===== src/rtl/mem_seq_ctrl.sv =====
// Byte-wide memory port sequencer: issues one 16-bit read or write as address/data
// byte transfers, waits for completion with a timeout, and reports one-hot state.
module mem_seq_ctrl #(
  parameter int RESET_CYCLES = 16,
  parameter int WAIT_TIMEOUT = 1024,
  parameter int DONE_HOLD    = 50_000_000
) (
  input  logic        clk,
  input  logic        rst_n,
  input  logic        start_rd,
  input  logic        start_wr,
  input  logic [23:0] addr,
  input  logic [15:0] wr_data,
  output logic        busy,
  output logic        done,
  output logic        err,
  output logic [15:0] rd_data,
  output logic [12:0] state,
  output logic        bus_cs,
  output logic        bus_rw,
  output logic        bus_valid,
  output logic [7:0]  bus_dout,
  input  logic        bus_ready,
  input  logic [7:0]  bus_din,
  input  logic        bus_din_valid,
  input  logic        bus_wr_done
);

  typedef enum logic [12:0] {
    S_RESET   = 13'h0001,
    S_IDLE    = 13'h0002,
    S_RD0     = 13'h0004,
    S_RD1     = 13'h0008,
    S_RD2     = 13'h0010,
    S_RD_WAIT = 13'h0020,
    S_RD_DONE = 13'h0040,
    S_WR0     = 13'h0080,
    S_WR1     = 13'h0100,
    S_WR2     = 13'h0200,
    S_WR3     = 13'h0400,
    S_WR4     = 13'h0800,
    S_WR_WAIT = 13'h1000
  } state_t;

  localparam logic [31:0] RST_LAST  = 32'(RESET_CYCLES - 1);
  localparam logic [31:0] TMO_LAST  = 32'(WAIT_TIMEOUT - 1);
  localparam logic [31:0] HOLD_LAST = 32'(DONE_HOLD - 1);

  state_t      cur, nxt;
  logic [31:0] cnt;
  logic [23:0] addr_q;
  logic [15:0] data_q;
  logic [15:0] rd_q;
  logic [7:0]  lo_save;
  logic        have_lo;
  logic        done_q, err_q;
  logic        accept_rd, accept_wr, rd_complete, wr_complete, timeout;
  logic [7:0]  dout_c;

  // One shared cycle counter serves RESET, the WAIT timeout and the READ_DONE hold;
  // it restarts from zero on every state change.
  always_ff @(posedge clk or negedge rst_n) begin
    if (!rst_n) begin
      cur <= S_RESET;
      cnt <= '0;
    end else begin
      cur <= nxt;
      cnt <= (nxt != cur) ? '0 : cnt + 32'd1;
    end
  end

  always_comb begin
    nxt         = cur;
    accept_rd   = 1'b0;
    accept_wr   = 1'b0;
    rd_complete = 1'b0;
    wr_complete = 1'b0;
    timeout     = 1'b0;
    unique case (cur)
      S_RESET: if (cnt == RST_LAST) nxt = S_IDLE;
      S_IDLE, S_RD_DONE: begin
        if (start_rd) begin
          accept_rd = 1'b1;
          nxt       = S_RD0;
        end else if (start_wr) begin
          accept_wr = 1'b1;
          nxt       = S_WR0;
        end else if (cur == S_RD_DONE && cnt == HOLD_LAST) begin
          nxt = S_IDLE;
        end
      end
      S_RD0: if (bus_ready) nxt = S_RD1;
      S_RD1: if (bus_ready) nxt = S_RD2;
      S_RD2: if (bus_ready) nxt = S_RD_WAIT;
      // Completion is tested first so it wins over a timeout on the same cycle.
      S_RD_WAIT: begin
        if (bus_din_valid && have_lo) begin
          rd_complete = 1'b1;
          nxt         = S_RD_DONE;
        end else if (cnt == TMO_LAST) begin
          timeout = 1'b1;
          nxt     = S_IDLE;
        end
      end
      S_WR0: if (bus_ready) nxt = S_WR1;
      S_WR1: if (bus_ready) nxt = S_WR2;
      S_WR2: if (bus_ready) nxt = S_WR3;
      S_WR3: if (bus_ready) nxt = S_WR4;
      S_WR4: if (bus_ready) nxt = S_WR_WAIT;
      S_WR_WAIT: begin
        if (bus_wr_done) begin
          wr_complete = 1'b1;
          nxt         = S_IDLE;
        end else if (cnt == TMO_LAST) begin
          timeout = 1'b1;
          nxt     = S_IDLE;
        end
      end
      default: nxt = S_RESET;
    endcase
  end

  // The low read byte is visible as soon as it arrives; lo_save lets a timeout
  // put the previous value back.
  always_ff @(posedge clk or negedge rst_n) begin
    if (!rst_n) begin
      addr_q  <= '0;
      data_q  <= '0;
      rd_q    <= '0;
      lo_save <= '0;
      have_lo <= 1'b0;
      done_q  <= 1'b0;
      err_q   <= 1'b0;
    end else begin
      done_q <= rd_complete | wr_complete;
      if (accept_rd || accept_wr) begin
        addr_q <= addr;
        data_q <= wr_data;
        err_q  <= 1'b0;
      end else if (timeout) begin
        err_q <= 1'b1;
      end
      if (cur == S_RD_WAIT && bus_din_valid && !have_lo && !timeout) begin
        lo_save   <= rd_q[7:0];
        rd_q[7:0] <= bus_din;
        have_lo   <= 1'b1;
      end
      if (rd_complete) begin
        rd_q[15:8] <= bus_din;
        have_lo    <= 1'b0;
      end
      if (timeout) begin
        have_lo <= 1'b0;
        if (have_lo) rd_q[7:0] <= lo_save;
      end
    end
  end

  always_comb begin
    dout_c = 8'h00;
    unique case (cur)
      S_RD0, S_WR0: dout_c = addr_q[23:16];
      S_RD1, S_WR1: dout_c = addr_q[15:8];
      S_RD2, S_WR2: dout_c = addr_q[7:0];
      S_WR3:        dout_c = data_q[7:0];
      S_WR4:        dout_c = data_q[15:8];
      default:      dout_c = 8'h00;
    endcase
  end

  assign state     = cur;
  assign busy      = ~(cur[1] | cur[6]);
  assign bus_valid = (|cur[4:2]) | (|cur[11:7]);
  assign bus_cs    = (|cur[5:2]) | (|cur[12:7]);
  assign bus_rw    = |cur[5:2];
  assign bus_dout  = dout_c;
  assign done      = done_q;
  assign err       = err_q;
  assign rd_data   = rd_q;

endmodule


===== config.mk =====
export PLATFORM = sky130hd
export DESIGN_NAME = mem_seq_ctrl
export DESIGN_NICKNAME = d
export VERILOG_FILES = /design/src/rtl/mem_seq_ctrl.sv
export SDC_FILE = /design/constraint.sdc
export NUM_CORES = 1
export LEC_CHECK = 0
export ABC_AREA = 1
export CORE_ASPECT_RATIO = 1.1
export CORE_UTILIZATION = 56
export CTS_BUF_LIST = sky130_fd_sc_hd__clkbuf_2
export CTS_CLUSTER_SIZE = 14
export DETAILED_ROUTE_END_ITERATION = 6
export PLACE_DENSITY = 0.82
export RECOVER_POWER = 100
export SLEW_MARGIN = 20
export SYNTH_ARGS = -nofsm -noshare
export SYNTH_HDL_FRONTEND = slang
export SYNTH_SLANG_ARGS = --single-unit

===== constraint.sdc =====
create_clock -name clk -period 2.5 [get_ports clk]
set_input_delay 0.5 -clock clk [delete_from_list [all_inputs] [get_ports clk]]
set_output_delay 0.5 -clock clk [all_outputs]
set_load 0.01 [all_outputs]

==> results_dict.tcl, run 1 <==
set metrics [dict create \
    status "finished with violations" \
    required_ns 2.00 \
    reg2reg_slack_ns -0.10 \
    hold_path_end "addr_q[1]" \
    synthArstFlopShare_pct 100 \
    grt_start_max_net_pins 42 \
    drt_iter0_markers 443 \
    whs_ns 0.384 \
    grt_overflow 0 \
    via_count 6103 \
    grt_first_pass_wirelength_um 28300 \
    dr.pass1.iters 5 \
    ff2ff_path_depth 14 \
    path_max_fanout 9 \
    avgRoutedWirePerCell_um 16.1 \
    fin_ws_ns -0.270 \
    fin_cells 1101 \
    ys_seq_area_share_pct 43.9 \
    grtUsageTotal_pct 30.4 \
    critPathArrivalTime_ns 2.27 \
    p_leak_nw 4.05 \
    drive_above_1_share_pct 24.1 \
    cts_made_buffers 9 \
    pwr-share-clk_pct 12.8 \
    route.detailed.drc 0 \
    p_per_area_nw_per_um2 724 \
    report.power.total_mw 6.09 \
    die_h_um 114 \
    hpwl_um 12300 \
    die_area_um2 11800 \
    synthMuxAreaShare_pct 1.41 \
    die_x_um 104 \
    slew_headroom_pct 31.2 \
    synthXorXnorAreaFrac_pct 3.84 \
    min-delay-start "addr[1]" \
    slew_violations 0 \
    synth_enable_flop_cells 0 \
    clock-root-buffer "clkbuf_2" \
    place.port_buffers 97 \
    antenna_found_initial 0 \
    clock_path_buffers 2 \
    synth_compound_area_share_pct 8.04 \
    crit_type "flop to output pin" \
    postLayoutCoreUtil_pct 76.4 \
    hold_viol 0 \
    finalSetupViolations 40 \
    r2r_end "cnt[31]" \
    clock_latency_ns 0.61 \
    internal-power_mw 3.61 \
    yosysWarnings 0 \
    synth_area_um2 6380 \
    synthAdderAreaFrac_pct 0.196 \
    grt_setup_unrepaired "true" \
    rows 40 \
    ioPinCount 98 \
    grt_pass1_vias 5945 \
    cp-startpoint "state[0]" \
    fmax_mhz 361 \
    p_comb_share_pct 45.3 \
    syn_nets 840 \
    switching_share_pct 40.8 \
    area_delta_synth_final_pct 31.8 \
    worst_setup_path_end_kind "output pin" \
    power_switching_mw 2.48 \
    fin_nets 1005 \
    period_needed_ns 2.77 \
    hp-class "primary input to flop" \
    ys_ff_latch 112 \
    maxCapViolations 0 \
    violations "setup timing" \
    fin_worst_skew_ns 0.0397 \
    min_period_over_period_pct 111 \
    cp-start-kind "flop" \
    dp_cells 1047 \
    ys.flop_type "dfrtp_1" \
    worstMarginPinSlew_ns 1.03 \
    diodes 0 \
    ys_types 44 \
    yosys.area_share.simple_pct 35.9 \
    syn_avg_cell_area_um2 8.14 \
    vias_per_cell 5.54 \
    r2r-start "state[12]" \
    antenna_left 0 \
    gp_congestion 0.977 \
    wl_um 17700 \
    hold-path-cell-count 3 \
    clk_pin_slew_ns 0.31 \
    h-tree-depth 3 \
    start_util_pct 58.0 \
    tns_ns -3.89 \
    clkSinkCount 112 \
    syn_inst 784 \
    seqPwrFrac_pct 41.9 \
    cts_tree "built" \
    synth_top_family_by_area "simple AND/OR/NAND/NOR gates" \
    vdd_drop_max_mv 0.779 \
    placeableCoreArea_um2 11000 \
]
[how the worst max path moves through the flow]
stage	to	slack [ns]	cells after the start
2_1_floorplan	cnt[8]	0.36	16
3_3_place_gp	bus_dout[7]	-0.02	8
3_5_place_dp	bus_dout[2]	-0.006	8
4_1_cts	bus_dout[2]	-0.28	10
5_1_grt	bus_dout[2]	-0.40	9
6_report	bus_dout[2]	-0.27	8
[cell type report]
class / count / area (µm²)
Sequential cell: 112 / 2810
Multi-Input combinational cell: 579 / 3410
Tap cell: 147 / 184
Inverter: 76 / 293
Timing Repair Buffer: 170 / 1610
Fill cell: 779 / 2600
Clock inverter: 6 / 50.0
Timing Repair inverter: 1 / 6.26
Clock buffer: 10 / 50.0
[cells in the final DEF (no fill, tap or decap), types with 4 or more instances in the layout]
cell type          n
a32o_1             7
o211ai_1           4
mux2_2             8
a21oi_1           23
nor3_1            13
o22ai_1            8
buf_6              7
inv_2             11
nand2_1          238
nor2_2            13
nand3_1           28
buf_2              8
nand3_4            7
a221oi_2           8
clkdlybuf4s50_1   85
dfrtp_1          107
nand4_1           18
nor4_1             4
inv_1             62
xor2_1            22
nand2_4           15
nor2_4            41
clkbuf_2          13
o21ai_0           18
buf_4             55
nand2_2            6
xnor2_1            6
nor2_1            64
buf_12             4
dfrtp_2            4
[power groups by stage]
stage	Combinational [mW]	Clock (mW)	Sequential, mW
after floorplan	1.72	0	2.49
after global placement	2.09	0	2.53
after detailed placement	2.14	0	2.54
after CTS	2.40	0.797	2.53
after global routing	2.96	0.869	2.59
final	2.76	0.781	2.55
[per-stage QoR]
step	cell area (µm²)	setup WS (ns)
6_report	8410	-0.270
4_1_cts	8170	-0.283
3_5_place_dp	7720	-0.00631
3_3_place_gp	7720	-0.0232
2_1_floorplan	6380	0.358
5_1_grt	8410	-0.397
[timing repair]
item	CTS	global route
gates cloned	5	2
pin swaps	19	23
hold buffers	1	0
resized for setup	71	47
buffers inserted	22	10
setup endpoints to repair	12	47
hold endpoints to repair	37	0
[layer usage]
layer	routed length [µm]	GRT usage [%]	vias to the layer above
met2	8630	51.5	314
met3	1260	5.77	55
met4	601	14.0	0
met1	7250	38.2	2865
met5	0	0	-
li1	-	-	2869
[kinds of logic (layout without fill, tap and decap cells)]
kind of cell | Yosys count | count (layout)
DFF | 112 | 112
xor gates and xnor gates | 28 | 28
adders and majority gates | 1 | 1
and+or+nand+nor | 458 | 461
muxes | 8 | 8
AOI/OAI and AO/OA | 81 | 81
buffers and inverters | 96 | 263
[synthesized netlist by cell type (all sizes together) (3+ instances only)]
| library cell | count | area share [%] |
|---|---|---|
| o211ai | 4 | 0.47 |
| dfrtp | 111 | 44 |
| nand3b | 3 | 0.35 |
| clkbuf | 12 | 0.71 |
| mux2 | 8 | 1.4 |
| nor2 | 119 | 12 |
| nor4 | 4 | 0.39 |
| buf | 8 | 1.5 |
| xnor2 | 6 | 0.82 |
| xor2 | 22 | 3.0 |
| nand4 | 18 | 1.8 |
| a221oi | 8 | 1.1 |
| inv | 75 | 4.4 |
| a21oi | 26 | 2.0 |
| o21ai | 23 | 1.9 |
| o22ai | 8 | 0.78 |
| nand2 | 256 | 16 |
| nand3 | 38 | 3.7 |
| a32o | 9 | 1.4 |
| nor3 | 17 | 1.4 |
[critical path, cell delays in order (launching register included)]
cell,delay (ns)
dfstp_2,0.62
nor2_4,0.05
nand2_4,0.10
nor2_8,0.07
buf_12,0.14
a32o_2,0.27
a221oi_2,0.18
nand2_1,0.11
buf_2,0.15
[registers in the layout, summed over array words and instances, names as in the netlist]
name     flops
cnt         32
addr_q      24
data_q      16
rd_data     16
state       13
lo_save      8
done         1
err          1
have_lo      1
No activity file was read; power rests on OpenSTA's default activity.
==> run 2: changes to the inputs <==
--- a/config.mk
+++ b/config.mk
@@ -6,12 +6,10 @@
 export NUM_CORES = 1
 export LEC_CHECK = 0
 export ABC_AREA = 1
-export CORE_ASPECT_RATIO = 1.1
-export CORE_UTILIZATION = 56
-export CTS_BUF_LIST = sky130_fd_sc_hd__clkbuf_2
+export CORE_UTILIZATION = 55
 export CTS_CLUSTER_SIZE = 14
 export DETAILED_ROUTE_END_ITERATION = 6
-export PLACE_DENSITY = 0.82
+export PLACE_DENSITY = 0.81
 export RECOVER_POWER = 100
 export SLEW_MARGIN = 20
 export SYNTH_ARGS = -nofsm -noshare
==> constraint.sdc (replaced) <==
create_clock -name clk -period 2.6 [get_ports clk]
set_input_delay 0.52 -clock clk [delete_from_list [all_inputs] [get_ports clk]]
set_output_delay 0.52 -clock clk [all_outputs]
set_load 0.01 [all_outputs]
==> results_dict.tcl, run 2 (synthesis gave the netlist of run 1 again) <==
set metrics [dict create \
    finish.instance_area_um2 8320 \
    antenna_left 0 \
    avgRoutedWirePerCell_um 16.6 \
    fmax_mhz 395 \
    via_count 6073 \
    min_period_over_period_pct 97.4 \
    grt_overflow 0 \
    grt_start_max_net_pins 59 \
    largest-register "cnt" \
    ioPinCount 98 \
    hpwl_um 12300 \
    die_x_um 110 \
    place.port_buffers 97 \
    fin_nets 981 \
    placeableCoreArea_um2 11100 \
    period_needed_ns 2.53 \
    grt_first_pass_wirelength_um 27600 \
    h-tree-depth 3 \
    start_util_pct 57.6 \
    vias_per_cell 5.68 \
    clk_pin_slew_ns 0.08 \
    mostFrequentLayoutCell "nand2_1" \
    postLayoutCoreUtil_pct 75.1 \
    diodes 0 \
    grt_pass1_vias 5754 \
    maxCapViolations 1 \
    fill_cells 826 \
    finalSetupViolations 0 \
    clock-root-buffer "clkbuf_16" \
    dr.pass1.iters 6 \
    p_per_area_nw_per_um2 779 \
    crit_type "flop to output pin" \
    drive_above_1_share_pct 20.1 \
    slew_violations 38 \
    rows 38 \
    final_cell_mix "nand2_1 (239), dfrtp_1 (110), clkdlybuf4s50_1 (70)" \
    cts_made_buffers 9 \
    r2r-start "state[0]" \
    crit_family "flip-flops" \
    drt_iter0_markers 518 \
    status "finished with violations" \
    gp_congestion 0.908 \
    fin_worst_skew_ns 0.00839 \
    die_area_um2 12000 \
    dp_cells 1033 \
    min-delay-start "cnt[0]" \
    cp.buffers_inverters 4 \
    cp-start-kind "flop" \
    largestRegisters "cnt x32, addr_q x24" \
    worst_setup_path_end_kind "output pin" \
    route.detailed.drc 0 \
    cp-startpoint "state[0]" \
    place_area_um2 7660 \
    clock_latency_ns 0.36 \
    wl_um 17700 \
    tns_ns 0 \
    fin_cells 1069 \
    largest_reg_flops 32 \
    cts_tree "built" \
    clock_path_buffers 2 \
    slowest_stage "dfstp_2" \
    postCtsHoldBufs 0 \
    hold_viol 0 \
    critPathMaxStageDelay_ns 0.56 \
    cp_cell_sequence "nor2_4 -> inv_2 -> nor2_2 -> nand3_2 -> nand2_4 -> buf_8 -> buf_12 -> a221oi_2 -> nand2_1 -> clkbuf_2" \
    p_leak_nw 3.92 \
    hp-class "flop to flop" \
    grtUsageTotal_pct 30.1 \
    area_delta_synth_final_pct 30.3 \
    worstMarginPinSlew_ns 2.14 \
    antenna_found_initial 0 \
    vdd_drop_max_mv 0.495 \
    required_ns 2.08 \
    critPathArrivalTime_ns 2.01 \
    grt_setup_unrepaired "true" \
    path_max_fanout 6 \
    slew_headroom_pct -42.7 \
    die_h_um 110 \
    clkSinkCount 112 \
    violations "capacitance limit, slew limit" \
]
run 2: timing repair:
item | 4_1_cts | 5_1_grt
pin swaps | 7 | 14
resized for setup | 36 | 38
endpoints found under the hold margin | 0 | 0
cloned | 0 | 4
endpoints found under the setup margin | 8 | 47
setup buffers | 5 | 12
run 2: final timing paths:
path | cells past startpoint | to | slack (ns)
max in group asynchronous | 2 | rd_data[13] | 0.42
worst max register to register | 17 | cnt[1] | 0.07
worst min register to register | 1 | cnt[0] | 0.45
worst max-delay path | 10 | bus_dout[4] | 0.07
worst min-delay path | 1 | cnt[0] | 0.45
min in group asynchronous | 1 | state[5] | 0.78
run 2: area by class of cell:
class                   instances  area, µm²  share of cell area [%]
inverters                      76        293                    3.52
clock buffers                   9        225                    2.71
flip-flops and latches        112       2810                    33.7
well taps                     140        175                    2.11
repair buffers                150       1440                    17.3
multi-input cells             576       3310                    39.8
clock inverters                 6       70.1                   0.843
run 2: worst register-to-register path: stages (launching register included):
cell and delay [ns]:
dfstp_2 0.56, nor2_4 0.05, inv_2 0.10, nor2_2 0.05, nand3_2 0.10, nand2_4 0.07
buf_8 0.14, buf_6 0.14, inv_4 0.05, nand3_4 0.13, nor2_4 0.20, nor2_4 0.05
nand3_2 0.06, nand3_2 0.09, nor2_4 0.14, nand3_4 0.20, clkbuf_16 0.25, nor2_4 0.07
run 2: where the power goes:
group	internal, mW	switching (mW)
combinational	1.10	1.49
sequential	2.16	0.319
clock	0.750	0.669
run 2: per-stage QoR:
step	total power [mW]	worst slack (ns)	hold WS (ns)
after floorplan	4.04	0.458	0.224
after global placement	4.50	0.107	0.435
after detailed placement	4.57	0.0419	0.452
after CTS	5.99	0.00768	0.147
after global routing	6.76	-0.0295	0.463
final	6.48	0.0672	0.453
run 2: routing by layer:
layer | global-route usage (%) | vias up | routed length (µm)
met3 | 5.33 | 52 | 1380
met5 | 0 | - | 0
li1 | - | 2812 | -
met1 | 39.9 | 2903 | 7300
met4 | 14.0 | 0 | 545
met2 | 47.9 | 306 | 8490
==> run 3: changes to the inputs <==
--- a/config.mk
+++ b/config.mk
@@ -11,7 +11,6 @@
 export DETAILED_ROUTE_END_ITERATION = 6
 export PLACE_DENSITY = 0.81
 export RECOVER_POWER = 100
-export SLEW_MARGIN = 20
 export SYNTH_ARGS = -nofsm -noshare
 export SYNTH_HDL_FRONTEND = slang
 export SYNTH_SLANG_ARGS = --single-unit
==> results of run 3 <==
Final layout, timing and power as in run 2 (identical DEF).
